<file path="src/rtl/fetch_decode_buf_if.sv">
// Fetch/bus/decode signal bundle for fetch_decode_buf.
// slave is the buffer's view; master is the fetch/bus/decode environment's view.
interface fetch_decode_buf_if;
  typedef struct packed {
    logic        addr_ok;
    logic        data_ok;
    logic [31:0] data;
  } ibus_resp_t;

  logic        req_valid;
  logic [31:0] pcF;
  ibus_resp_t  iresp;
  logic        stallD;
  logic        flush;
  logic        stall_fetch;
  logic        validD;
  logic [31:0] pcD;
  logic [31:0] instrD;
  logic [31:0] perf_fetched;
  logic [31:0] perf_bubbles;

  modport slave (
    input  req_valid, pcF, iresp, stallD, flush,
    output stall_fetch, validD, pcD, instrD, perf_fetched, perf_bubbles
  );

  modport master (
    output req_valid, pcF, iresp, stallD, flush,
    input  stall_fetch, validD, pcD, instrD, perf_fetched, perf_bubbles
  );
endinterface

</file>
<file path="src/rtl/fetch_decode_buf.sv">
// Fetch-to-decode buffer: tracks one outstanding ibus request, pairs data with its PC, 2-entry FIFO to decode.
// Optional perf counters under `define FDBUF_PERF_EN; otherwise perf ports read 0.
module fetch_decode_buf #(
  parameter int          DEPTH    = 2,
  parameter logic [31:0] RESET_PC = 32'hbfc0_0000
) (
  input logic                clk,
  input logic                resetn,
  fetch_decode_buf_if.slave  bus
);
  localparam logic [1:0] FULL = 2'(DEPTH);

  typedef enum logic [1:0] {S_IDLE, S_WAIT, S_DROP} state_t;

  state_t      state, state_nxt;
  logic [1:0]  count, count_nxt;
  logic        rd_ptr, wr_ptr;
  logic [31:0] pend_pc;
  logic [31:0] fifo_pc    [2];
  logic [31:0] fifo_instr [2];
  logic        stall_q;

  logic        fire, push, push_ok, pop, validd;
  logic [31:0] push_pc;

  assign validd = (count != 2'd0);

  always_comb begin
    fire      = bus.req_valid & bus.iresp.addr_ok;
    state_nxt = state;
    push      = 1'b0;
    push_pc   = bus.pcF;
    case (state)
      S_IDLE: begin
        if (fire) begin
          if (bus.iresp.data_ok) push = 1'b1;
          // a request issued during flush used the stale pcF, so its data is unwanted
          else state_nxt = bus.flush ? S_DROP : S_WAIT;
        end
      end
      S_WAIT: begin
        if (bus.iresp.data_ok) begin
          push      = 1'b1;
          push_pc   = pend_pc;
          state_nxt = S_IDLE;
        end else if (bus.flush) begin
          state_nxt = S_DROP;
        end
      end
      S_DROP: begin
        if (bus.iresp.data_ok) state_nxt = S_IDLE;
      end
      default: state_nxt = S_IDLE;
    endcase
    push_ok   = push & ~bus.flush;
    pop       = validd & ~bus.stallD & ~bus.flush;
    count_nxt = bus.flush ? 2'd0 : count + {1'b0, push_ok} - {1'b0, pop};
  end

  always_ff @(posedge clk) begin
    if (!resetn) begin
      state   <= S_IDLE;
      count   <= 2'd0;
      rd_ptr  <= 1'b0;
      wr_ptr  <= 1'b0;
      pend_pc <= 32'd0;
      stall_q <= 1'b0;
      for (int i = 0; i < 2; i++) begin
        fifo_pc[i]    <= RESET_PC;
        fifo_instr[i] <= 32'd0;
      end
    end else begin
      state   <= state_nxt;
      count   <= count_nxt;
      stall_q <= (state_nxt != S_IDLE) | (count_nxt == FULL);
      if (state == S_IDLE && fire) pend_pc <= bus.pcF;
      if (bus.flush) begin
        rd_ptr <= 1'b0;
        wr_ptr <= 1'b0;
      end else begin
        if (push_ok) begin
          fifo_pc[wr_ptr]    <= push_pc;
          fifo_instr[wr_ptr] <= bus.iresp.data;
          wr_ptr             <= ~wr_ptr;
        end
        if (pop) rd_ptr <= ~rd_ptr;
      end
    end
  end

  assign bus.stall_fetch = stall_q;
  assign bus.validD      = validd;
  assign bus.pcD         = fifo_pc[rd_ptr];
  assign bus.instrD      = fifo_instr[rd_ptr];

`ifdef FDBUF_PERF_EN
  logic [31:0] perf_fetched_q, perf_bubbles_q;

  always_ff @(posedge clk) begin
    if (!resetn) begin
      perf_fetched_q <= 32'd0;
      perf_bubbles_q <= 32'd0;
    end else begin
      if (push_ok) perf_fetched_q <= perf_fetched_q + 32'd1;
      if (!validd) perf_bubbles_q <= perf_bubbles_q + 32'd1;
    end
  end

  assign bus.perf_fetched = perf_fetched_q;
  assign bus.perf_bubbles = perf_bubbles_q;
`else
  assign bus.perf_fetched = 32'd0;
  assign bus.perf_bubbles = 32'd0;
`endif
endmodule

</file>
<file path="src/flat_wrapper.sv">
// flat-port wrapper written by rule: the top's interface ports become plain ports
module fetch_decode_buf_flat 
#(
  parameter int          DEPTH    = 2,
  parameter logic [31:0] RESET_PC = 32'hbfc0_0000
)
  (clk, resetn, bus_req_valid, bus_pcF, bus_iresp, bus_stallD, bus_flush, bus_stall_fetch, bus_validD, bus_pcD, bus_instrD, bus_perf_fetched, bus_perf_bubbles);
  fetch_decode_buf_if bus_i ();
  input logic clk;
  input logic resetn;
  input wire logic [$bits(bus_i.req_valid)-1:0] bus_req_valid;
  input wire logic [$bits(bus_i.pcF)-1:0] bus_pcF;
  input wire logic [$bits(bus_i.iresp)-1:0] bus_iresp;
  input wire logic [$bits(bus_i.stallD)-1:0] bus_stallD;
  input wire logic [$bits(bus_i.flush)-1:0] bus_flush;
  output wire logic [$bits(bus_i.stall_fetch)-1:0] bus_stall_fetch;
  output wire logic [$bits(bus_i.validD)-1:0] bus_validD;
  output wire logic [$bits(bus_i.pcD)-1:0] bus_pcD;
  output wire logic [$bits(bus_i.instrD)-1:0] bus_instrD;
  output wire logic [$bits(bus_i.perf_fetched)-1:0] bus_perf_fetched;
  output wire logic [$bits(bus_i.perf_bubbles)-1:0] bus_perf_bubbles;
  assign bus_i.req_valid = bus_req_valid;
  assign bus_i.pcF = bus_pcF;
  assign bus_i.iresp = bus_iresp;
  assign bus_i.stallD = bus_stallD;
  assign bus_i.flush = bus_flush;
  assign bus_stall_fetch = bus_i.stall_fetch;
  assign bus_validD = bus_i.validD;
  assign bus_pcD = bus_i.pcD;
  assign bus_instrD = bus_i.instrD;
  assign bus_perf_fetched = bus_i.perf_fetched;
  assign bus_perf_bubbles = bus_i.perf_bubbles;
  fetch_decode_buf #(.DEPTH(DEPTH), .RESET_PC(RESET_PC)) u_core (.clk(clk), .resetn(resetn), .bus(bus_i));
endmodule
</file>
<file path="config.mk">
export PLATFORM = sky130hd
export DESIGN_NAME = fetch_decode_buf_flat
export DESIGN_NICKNAME = d
export VERILOG_FILES = /design/src/rtl/fetch_decode_buf_if.sv /design/src/rtl/fetch_decode_buf.sv /design/src/flat_wrapper.sv
export SDC_FILE = /design/constraint.sdc
export NUM_CORES = 1
export LEC_CHECK = 0
export ABC_AREA = 1
export CAP_MARGIN = 20
export CORE_MARGIN = 1
export CORE_UTILIZATION = 44
export DETAILED_ROUTE_END_ITERATION = 10
export HOLD_SLACK_MARGIN = 0.15
export PLACE_DENSITY = 0.76
export SYNTH_ARGS = -nofsm -noshare
export SYNTH_HDL_FRONTEND = slang
export SYNTH_SLANG_ARGS = --single-unit
</file>
<file path="constraint.sdc">
create_clock -name clk -period 3.2 [get_ports clk]
set_input_delay 0.64 -clock clk [delete_from_list [all_inputs] [get_ports clk]]
set_output_delay 0.64 -clock clk [all_outputs]
set_load 0.01 [all_outputs]
</file>
==> impl_metrics.csv <==
group,metric,value,unit
route,top_layer_used,"met4",
job,maxCapViolations,0,
clock_network,insertion_delay,0.42,ns
grt,grt_max_degree,56,
placement,io_buffers,136,
route,drc,0,
floorplan,die_w,135,µm
cells_and_area,layout_common_cells,"nor2_1, clkdlybuf4s50_1, edfxtp_1",
cells_and_area,final_common_cell,"nor2_1",
sta,clock.fmax,359,MHz
cells_and_area,drive_above_1_share,0.143,
run_status,status,"complete, no violations",
synthesis,post_synth_num_cell_types,21,
floorplan,die_y,135,µm
placement,routabilityCongestion,0.733,
power,vdd_drop_max,0.000390,V
route,dr.pass1.iters,4,
synthesis,synthesis.instances,747,
sta,worst_slew_pin_slew,0.665,ns
clock_network,ctsResizeCount,0,
cells_and_area,register_area,0.00465,mm²
sta,setup_viol,0,
synthesis,synth_area,0.00777,mm²
cells_and_area,multiInputGateArea,0.00241,mm²
sta,drv_slew,0,
clock_network,cts.sinks,168,
floorplan,core_area,0.0173,mm²
grt,antenna_found_initial,0,
route,wl,15100,µm
sta,setup-tns-final,0,ns
clock_network,cts_buffers,17,
route,vias_per_cell,4.59,
setup_path,worst_ep_arrival_time,2.14,ns
sta,maxSlewHeadroom,0.557,
clock_network,cts.clk_slew.worst_paths,0.06,ns
synthesis,yosysSeqAreaShare,0.598,
grt,track_usage,0.173,
clock_network,h-tree-depth,4,
clock_network,root_buffer,"clkbuf_16",
setup_path,cp-end-kind,"output pin",
floorplan,floorplan.io_pins,201,
route,vias,5121,
clock_network,post_cts_buffers,0,
sta,clock_skew,0.00671,ns
sta,layout_setup_ws,0.415,ns
sta,fin_crit_sh,0.870,
power,p_per_area,509,mW/mm²
cells_and_area,fin_nets,950,
placement,dpl.hpwl,9750,µm
clock_network,clock_path_buffers,2,
cells_and_area,antenna_cells,0,
route,ant_nets,0,
setup_path,required,2.56,ns
floorplan,fp-row-count,48,
clock_network,ctsHoldBuffers,0,
route,wl_per_cell,13.5,µm
floorplan,start_util,0.449,
floorplan,die_area,0.0182,mm²
setup_path,crit_type,"reg2out",
grt,grt_overflow,0,
power,p_leak,4.03,nW
cells_and_area,layoutNonFillerInstCount,1115,
setup_path,start_kind,"flip-flop",
route,met3WireLength,1130,µm
setup_path,crit_path_max_fanout,18,
min_path,hold_path_class,"reg2reg",
route,wl_met1,6260,µm
clock_network,cts_tree,"done",
synthesis,ys_warn_count,0,
synthesis,synth-seq-cells,168,
grt,grt_pass1_wl,23400,µm
sta,rsz0062_at_grt,"false",
cells_and_area,n_fill_cell,1563,
cells_and_area,area_growth_syn_to_layout,25.7,%
sta,hold_viol,0,
route,dr_wl_met2,7320,µm
synthesis,syn_avg_cell_area,10.4,µm²
sta,period_needed,2.78,ns
placement,dp_cells,1083,
route,dr.first_iter.drc_count,269,
placement,dp_slack,0.707,ns
grt,grt_pass1_vias,4874,
==> Yosys cell counts <==
cell type / n / area, µm²
nor2_4: 2 / 22.5
nand3_1: 13 / 65.1
ha_1: 2 / 25.0
clkinv_1: 1 / 3.75
inv_1: 78 / 293
mux2_2: 64 / 721
nand2_2: 1 / 6.26
nor2_1: 175 / 657
o21ai_0: 65 / 325
nand4_1: 1 / 6.26
nor2_2: 11 / 68.8
dfxtp_1: 40 / 801
clkbuf_1: 14 / 52.6
a21oi_1: 3 / 15.0
buf_6: 5 / 56.3
a21boi_0: 1 / 7.51
buf_2: 17 / 85.1
conb_1: 1 / 3.75
buf_4: 64 / 480
edfxtp_1: 128 / 3840
nand2_1: 61 / 229
==> stage by stage <==
stage,hold slack (ns),total power [mW],util,instance area [µm²]
final,0.476,4.97,0.564,9760
after global routing,0.499,5.15,0.564,9760
after CTS,0.473,5.02,0.564,9760
after detailed placement,0.462,2.95,0.530,9160
after global placement,0.455,2.95,0.530,9160
after floorplan,0.447,2.79,-,8000
==> flip-flops by register name, indices dropped and copies added (netlist names), named ones only <==
signal and flops:
u_core.fifo_instr 64, u_core.bus.stall_fetch 1, u_core.wr_ptr 1, u_core.rd_ptr 1, u_core.state 2, u_core.count 2, u_core.fifo_pc 64, u_core.pend_pc 32
==> routing by layer <==
layer | vias to the layer above | global-route usage
met2 | 181 | 0.292
met1 | 2348 | 0.200
met5 | - | 0
li1 | 2567 | -
met3 | 25 | 0.0544
met4 | 0 | 0.0811
==> critical path, stage by stage, from the launching register on <==
cell,delay (ns)
dfxtp_4,0.50
buf_4,0.32
mux2_2,0.40
clkdlybuf4s50_1,0.48
==> kinds of logic after synthesis <==
logic type | count (synthesis) | synth area share
AND/OR/NAND/NOR | 264 | 0.136
buffers and inverters | 179 | 0.125
flip-flops | 168 | 0.598
AO/OA/AOI/OAI | 69 | 0.0448
multiplexers | 64 | 0.0928
adder cells (fa/ha/maj) | 2 | 0.00322
other | 1 | 0.000483
==> path summary, 6_finish.rpt <==
check | slack (ns) | endpoint | depth (start not counted) | from
worst min register to register | 0.48 | flip-flop | 2 | u_core.rd_ptr
worst min-delay path | 0.48 | flip-flop | 2 | u_core.rd_ptr
worst max-delay path | 0.42 | bus_pcD[30] | 3 | flip-flop
worst max register to register | 1.44 | u_core.fifo_pc[0][29] | 6 | u_core.state[1]
==> report_power, final <==
part | internal [mW] | switching (mW) | leakage, nW | total, mW
logic | 0.214 | 0.238 | 2.13 | 0.452
registers | 2.43 | 0.0262 | 1.60 | 2.45
clock network | 1.23 | 0.838 | 0.295 | 2.07
total | 3.87 | 1.10 | 4.03 | 4.97
==> final cells by class <==
| type | count | share of cell area |
|---|---|---|
| clock buffers | 17 | 0.0436 |
| clock inverters | 15 | 0.0182 |
| inverters | 79 | 0.0304 |
| multi-input cells | 463 | 0.247 |
| flip-flops and latches | 168 | 0.476 |
| well taps | 225 | 0.0288 |
| repair buffers | 148 | 0.156 |
Note: power is estimated with default switching activity, not from simulation.
